`src/rtl/axis_frame_arb.sv`:
```
// axis_frame_arb: 2:1 frame-granular AXI-Stream arbiter (PTP s0, TSS s1) with
// round-robin ties, oversize-frame truncation and a single registered output stage.
module axis_frame_arb #(
    parameter int DATA_WIDTH = 8,
    parameter int MAX_LEN    = 1472,
    parameter int LEN_W      = 11
) (
    input  logic                  clk,
    input  logic                  rst_n,
    input  logic [DATA_WIDTH-1:0] s0_axis_tdata,
    input  logic                  s0_axis_tvalid,
    output logic                  s0_axis_tready,
    input  logic                  s0_axis_tlast,
    input  logic [DATA_WIDTH-1:0] s1_axis_tdata,
    input  logic                  s1_axis_tvalid,
    output logic                  s1_axis_tready,
    input  logic                  s1_axis_tlast,
    output logic [DATA_WIDTH-1:0] m_axis_tdata,
    output logic                  m_axis_tvalid,
    input  logic                  m_axis_tready,
    output logic                  m_axis_tlast,
    output logic                  m_axis_tuser,
    output logic [1:0]            grant_o,
    output logic [15:0]           trunc_cnt_o
);

    typedef enum logic [1:0] {
        IDLE  = 2'd0,
        PASS0 = 2'd1,
        PASS1 = 2'd2,
        DROP  = 2'd3
    } state_t;

    localparam logic [LEN_W-1:0] LAST_IDX = LEN_W'(MAX_LEN - 1);

    state_t                state_q, state_d;
    logic [1:0]            grant_q, grant_d;
    logic                  last_grant_q, last_grant_d;
    logic [LEN_W-1:0]      cnt_q, cnt_d;
    logic [15:0]           trunc_q, trunc_d;
    logic [DATA_WIDTH-1:0] m_data_q, m_data_d;
    logic                  m_valid_q, m_valid_d;
    logic                  m_last_q, m_last_d;
    logic                  m_user_q, m_user_d;

    logic [DATA_WIDTH-1:0] in_data;
    logic                  in_valid;
    logic                  in_last;
    logic                  in_ready;
    logic                  out_free;

    // Selected input follows the held grant; grant is 00 only in IDLE.
    always_comb begin
        in_data  = grant_q[1] ? s1_axis_tdata  : s0_axis_tdata;
        in_valid = grant_q[1] ? s1_axis_tvalid : s0_axis_tvalid;
        in_last  = grant_q[1] ? s1_axis_tlast  : s0_axis_tlast;
        out_free = !m_valid_q || m_axis_tready;
    end

    always_comb begin
        state_d      = state_q;
        grant_d      = grant_q;
        last_grant_d = last_grant_q;
        cnt_d        = cnt_q;
        trunc_d      = trunc_q;
        m_data_d     = m_data_q;
        m_valid_d    = m_valid_q;
        m_last_d     = m_last_q;
        m_user_d     = m_user_q;
        in_ready     = 1'b0;

        if (m_axis_tready) begin
            m_valid_d = 1'b0;
        end

        unique case (state_q)
            IDLE: begin
                // last_grant_q = 1 means s1 was served last, so s0 wins a tie
                if (s0_axis_tvalid && (!s1_axis_tvalid || last_grant_q)) begin
                    state_d      = PASS0;
                    grant_d      = 2'b01;
                    last_grant_d = 1'b0;
                end else if (s1_axis_tvalid) begin
                    state_d      = PASS1;
                    grant_d      = 2'b10;
                    last_grant_d = 1'b1;
                end
            end
            PASS0, PASS1: begin
                in_ready = out_free;
                if (in_valid && in_ready) begin
                    m_valid_d = 1'b1;
                    m_data_d  = in_data;
                    if (in_last) begin
                        m_last_d = 1'b1;
                        m_user_d = 1'b0;
                        cnt_d    = '0;
                        state_d  = IDLE;
                        grant_d  = 2'b00;
                    end else if (cnt_q == LAST_IDX) begin
                        m_last_d = 1'b1;
                        m_user_d = 1'b1;
                        cnt_d    = '0;
                        state_d  = DROP;
                        if (trunc_q != 16'hFFFF) begin
                            trunc_d = trunc_q + 16'd1;
                        end
                    end else begin
                        m_last_d = 1'b0;
                        m_user_d = 1'b0;
                        cnt_d    = cnt_q + 1'b1;
                    end
                end
            end
            DROP: begin
                in_ready = 1'b1;
                if (in_valid && in_last) begin
                    state_d = IDLE;
                    grant_d = 2'b00;
                end
            end
            default: begin
                state_d = IDLE;
                grant_d = 2'b00;
            end
        endcase
    end

    always_ff @(posedge clk) begin
        if (!rst_n) begin
            state_q      <= IDLE;
            grant_q      <= 2'b00;
            last_grant_q <= 1'b1;
            cnt_q        <= '0;
            trunc_q      <= '0;
            m_data_q     <= '0;
            m_valid_q    <= 1'b0;
            m_last_q     <= 1'b0;
            m_user_q     <= 1'b0;
        end else begin
            state_q      <= state_d;
            grant_q      <= grant_d;
            last_grant_q <= last_grant_d;
            cnt_q        <= cnt_d;
            trunc_q      <= trunc_d;
            m_data_q     <= m_data_d;
            m_valid_q    <= m_valid_d;
            m_last_q     <= m_last_d;
            m_user_q     <= m_user_d;
        end
    end

    assign s0_axis_tready = in_ready && grant_q[0];
    assign s1_axis_tready = in_ready && grant_q[1];
    assign m_axis_tdata   = m_data_q;
    assign m_axis_tvalid  = m_valid_q;
    assign m_axis_tlast   = m_last_q;
    assign m_axis_tuser   = m_user_q;
    assign grant_o        = grant_q;
    assign trunc_cnt_o    = trunc_q;

endmodule

```
`config.mk`:
```
export PLATFORM = sky130hd
export DESIGN_NAME = axis_frame_arb
export DESIGN_NICKNAME = d
export VERILOG_FILES = /design/src/rtl/axis_frame_arb.sv
export SDC_FILE = /design/constraint.sdc
export NUM_CORES = 1
export LEC_CHECK = 0
export CORE_MARGIN = 5
export CORE_UTILIZATION = 45
export CTS_CLUSTER_DIAMETER = 150
export DETAILED_ROUTE_END_ITERATION = 16
export GPL_ROUTABILITY_DRIVEN = 0
export PLACE_DENSITY_LB_ADDON = 0.15
export SYNTH_ARGS = -nofsm -noshare
export SYNTH_HDL_FRONTEND = slang
export SYNTH_SLANG_ARGS = --single-unit
export TNS_END_PERCENT = 10
```
`constraint.sdc`:
```
create_clock -name clk -period 2.6 [get_ports clk]
set_clock_uncertainty 0.05 [all_clocks]
set_input_delay 0.26 -clock clk [delete_from_list [all_inputs] [get_ports clk]]
set_output_delay 0.26 -clock clk [all_outputs]
set_load 0.1 [all_outputs]
```
==> metrics.txt <==
post-synthesis mux area share 7.44%; DRT Pass-1 Iters 4; die width 79.4 um; Slew HR 68.7%; final net count 341; Synth Warn # 0; Clk Latency, worst-skew pair 0.29 ns; run status completed; Yosys reg bits 43; cts hold-fix bufs 0; Site Rows 25; internal power 1.32 mW; vias in the first global route 1836; DP Worst Slack 0.148 ns; Core ar. 4690 sq um; Final HPWL DP 3800 um; critical path class reg2reg; top layer used by detailed routing met4; total congestion overflow 0; CP Launch Type register; Slew Viols, Final 0; CTS tree yes; setup violators final 0; largest family of logic cells by synthesized area simple AND/OR/NAND/NOR gates; wire length on met2 2520 um; first-pass GRT wire length 8500 um; vias 1966; Vias/cell 5.34; total setup buffers inserted after CTS 0; Synth Area in Adders 2.89%; root buffer cell clkbuf_8; switching power 1.21 mW; critical path arrival 2.54 ns; H-tree depth 2; die height 79.4 um; fin crit share 90.7%; M1 WL 2290 um; DR WL/cell 13.7 um; antenna-violating nets left 0; Cell variety after synth 39; Setup TNS 0 ns; Post-CTS Resized 0; Pleak 1.05 nW; Antenna Cells 0; Tot GR Track Use 16.9%; num ports 54; final wirelength 5050 um; fmax 424 MHz; Post-Syn Instances 257; critical path peak fanout 10; Starting Density 46.2%; Min Clock Period, post-route 2.36 ns; XOR/XNOR Fraction of Synth Area 5.65%; share of post-route cells with drive strength above 1 16.6%; post-synthesis compound-gate area fraction 11.5%; TritonCTS Buffers 5; Synth Net Count 285; Comb power frac 50.3%; DRT iter0 DRCs 80; die area 6310 sq um; mean area per synthesized cell 8.44 sq um; Critical Path Sink Type register; Switching Share 47.9%; Sequential Power Share 33.6%; mapped cell area 2170 sq um; final core utilization 59.8%; initial antenna violation count 0; Fin. Hold Viols 0; WL met3 184 um; post-route setup slack 0.242 ns; Port Buf Inserts 53; pin count of the biggest net entering global routing 20; HP Class reg2reg; DRC Markers 0; Max Cap Violations 0; Clock transition at path regs 0.08 ns; FILL cells 426; synthesis-to-finish area growth 29.5%; maximum VDD drop 0.000547 V; RSZ-0062 raised after global routing no; sequential fraction of the synthesis area 39.7%; Power Dens Cells 902 nW/um^2; Simple-Gate Fraction of Synth Area 29.4%; Worst-Margin Slew 0.468 ns; # clock sinks 43; clock power share 16.1%; CP Data Required Time 2.78 ns; Max Root-Sink Buffers 2
==> layout make-up <==
class | instances | area [sq um] | share of cell area, %
clock inverters | 1 | 5.00 | 0.178
inverters | 8 | 30.0 | 1.07
well taps | 54 | 67.6 | 2.41
flip-flops and latches | 43 | 865 | 30.8
clock buffers | 7 | 76.3 | 2.72
repair buffers | 60 | 531 | 18.9
multi-input cells | 195 | 1230 | 43.9
==> layer usage <==
layer / vias up / global-route usage [%]
met5: - / 0
met4: 0 / 5.15
met2: 31 / 28.6
li1: 1027 / -
met1: 903 / 20.8
met3: 5 / 4.74
==> flip-flops by register name (all words and copies together) (netlist names) <==
name,flops
trunc_cnt_o,16
m_axis_tlast,1
m_axis_tvalid,1
cnt_q,11
m_axis_tuser,1
m_axis_tdata,8
last_grant_q,1
grant_o,2
state_q,2
==> cells by family (layout without fill, tap and decap cells) <==
kind of cell,Yosys count,after routing
buffers and inverters,19,76
AO/OA/AOI/OAI,41,41
multiplexers,16,16
flip-flops,43,43
XOR/XNOR,14,14
AND/OR/NAND/NOR,119,119
adder cells (fa/ha/maj),5,5
==> power by group through the flow <==
stage	Sequential [mW]	Combinational, mW	Clock (mW)
floorplan	1.30	0.557	0
global placement	0.862	1.26	0
detailed placement	0.866	1.27	0
CTS	0.852	1.28	0.420
global route	0.869	1.36	0.453
finish	0.851	1.27	0.409
==> synth_stat cells (all sizes together) <==
library cell  number  area (sq um)
nor3               6          30.0
o31ai              1          7.51
a21oi             17          85.1
nand2             29           109
or4                2          15.0
and2               4          25.0
ha                 5          62.6
o211ai             2          15.0
and4               2          17.5
and3               5          32.5
dfxtp             43           861
xnor2             11          96.3
a221oi             1          8.76
or3b               2          17.5
nor4               5          31.3
buf                3          13.8
mux2               1          11.3
nand3             11          55.1
a211o              1          8.76
and3b              1          8.76
o21ai              8          40.0
or3                9          61.3
a21o               1          8.76
o311ai             1          8.76
nand4             10          92.6
nor4b              1          8.76
inv                7          26.3
clkinv             1          3.75
mux2i             15           150
a211oi             9          67.6
clkbuf             8          30.0
nor2              27           101
xor2               3          26.3
nand2b             5          31.3
==> cells in the final DEF, fill, tap and decap left out, drive strengths merged, types with 8 or more instances in the layout <==
cell type and instances:
dfxtp 43, xnor2 11, a211oi 9, buf 38, o21ai 8, nand3 11, mux2i 15, or3 9
a21oi 17, nand2 29, clkdlybuf4s50 22, nor2 27, nand4 10
==> worst paths after layout <==
| kind | startpoint | depth (start not counted) | end | slack (ns) |
|---|---|---|---|---|
| hold reg to reg | m_axis_tuser | 2 | m_axis_tuser | 0.41 |
| setup reg to reg | state_q[0] | 7 | state_q[1] | 0.24 |
| setup / recovery | state_q[0] | 7 | state_q[1] | 0.24 |
| hold / removal | m_axis_tuser | 2 | m_axis_tuser | 0.41 |
==> critical path, stage by stage (launching register included) <==
cell      delay, ns
dfxtp_1        0.34
inv_1          0.08
ha_1           0.44
and3b_1        0.25
a221oi_1       0.26
o211ai_1       0.23
or3b_2         0.50
a21oi_1        0.15
==> through the flow <==
step / hold slack (ns) / instance area [sq um] / instances / total power, mW
global route: 0.454 / 2810 / 368 / 2.68
floorplan: 0.362 / 2170 / 257 / 1.86
detailed placement: 0.402 / 2730 / 360 / 2.13
CTS: 0.419 / 2810 / 368 / 2.55
finish: 0.414 / 2810 / 368 / 2.53
global placement: 0.408 / 2730 / 360 / 2.12
Power figures use the tool's default switching activity.
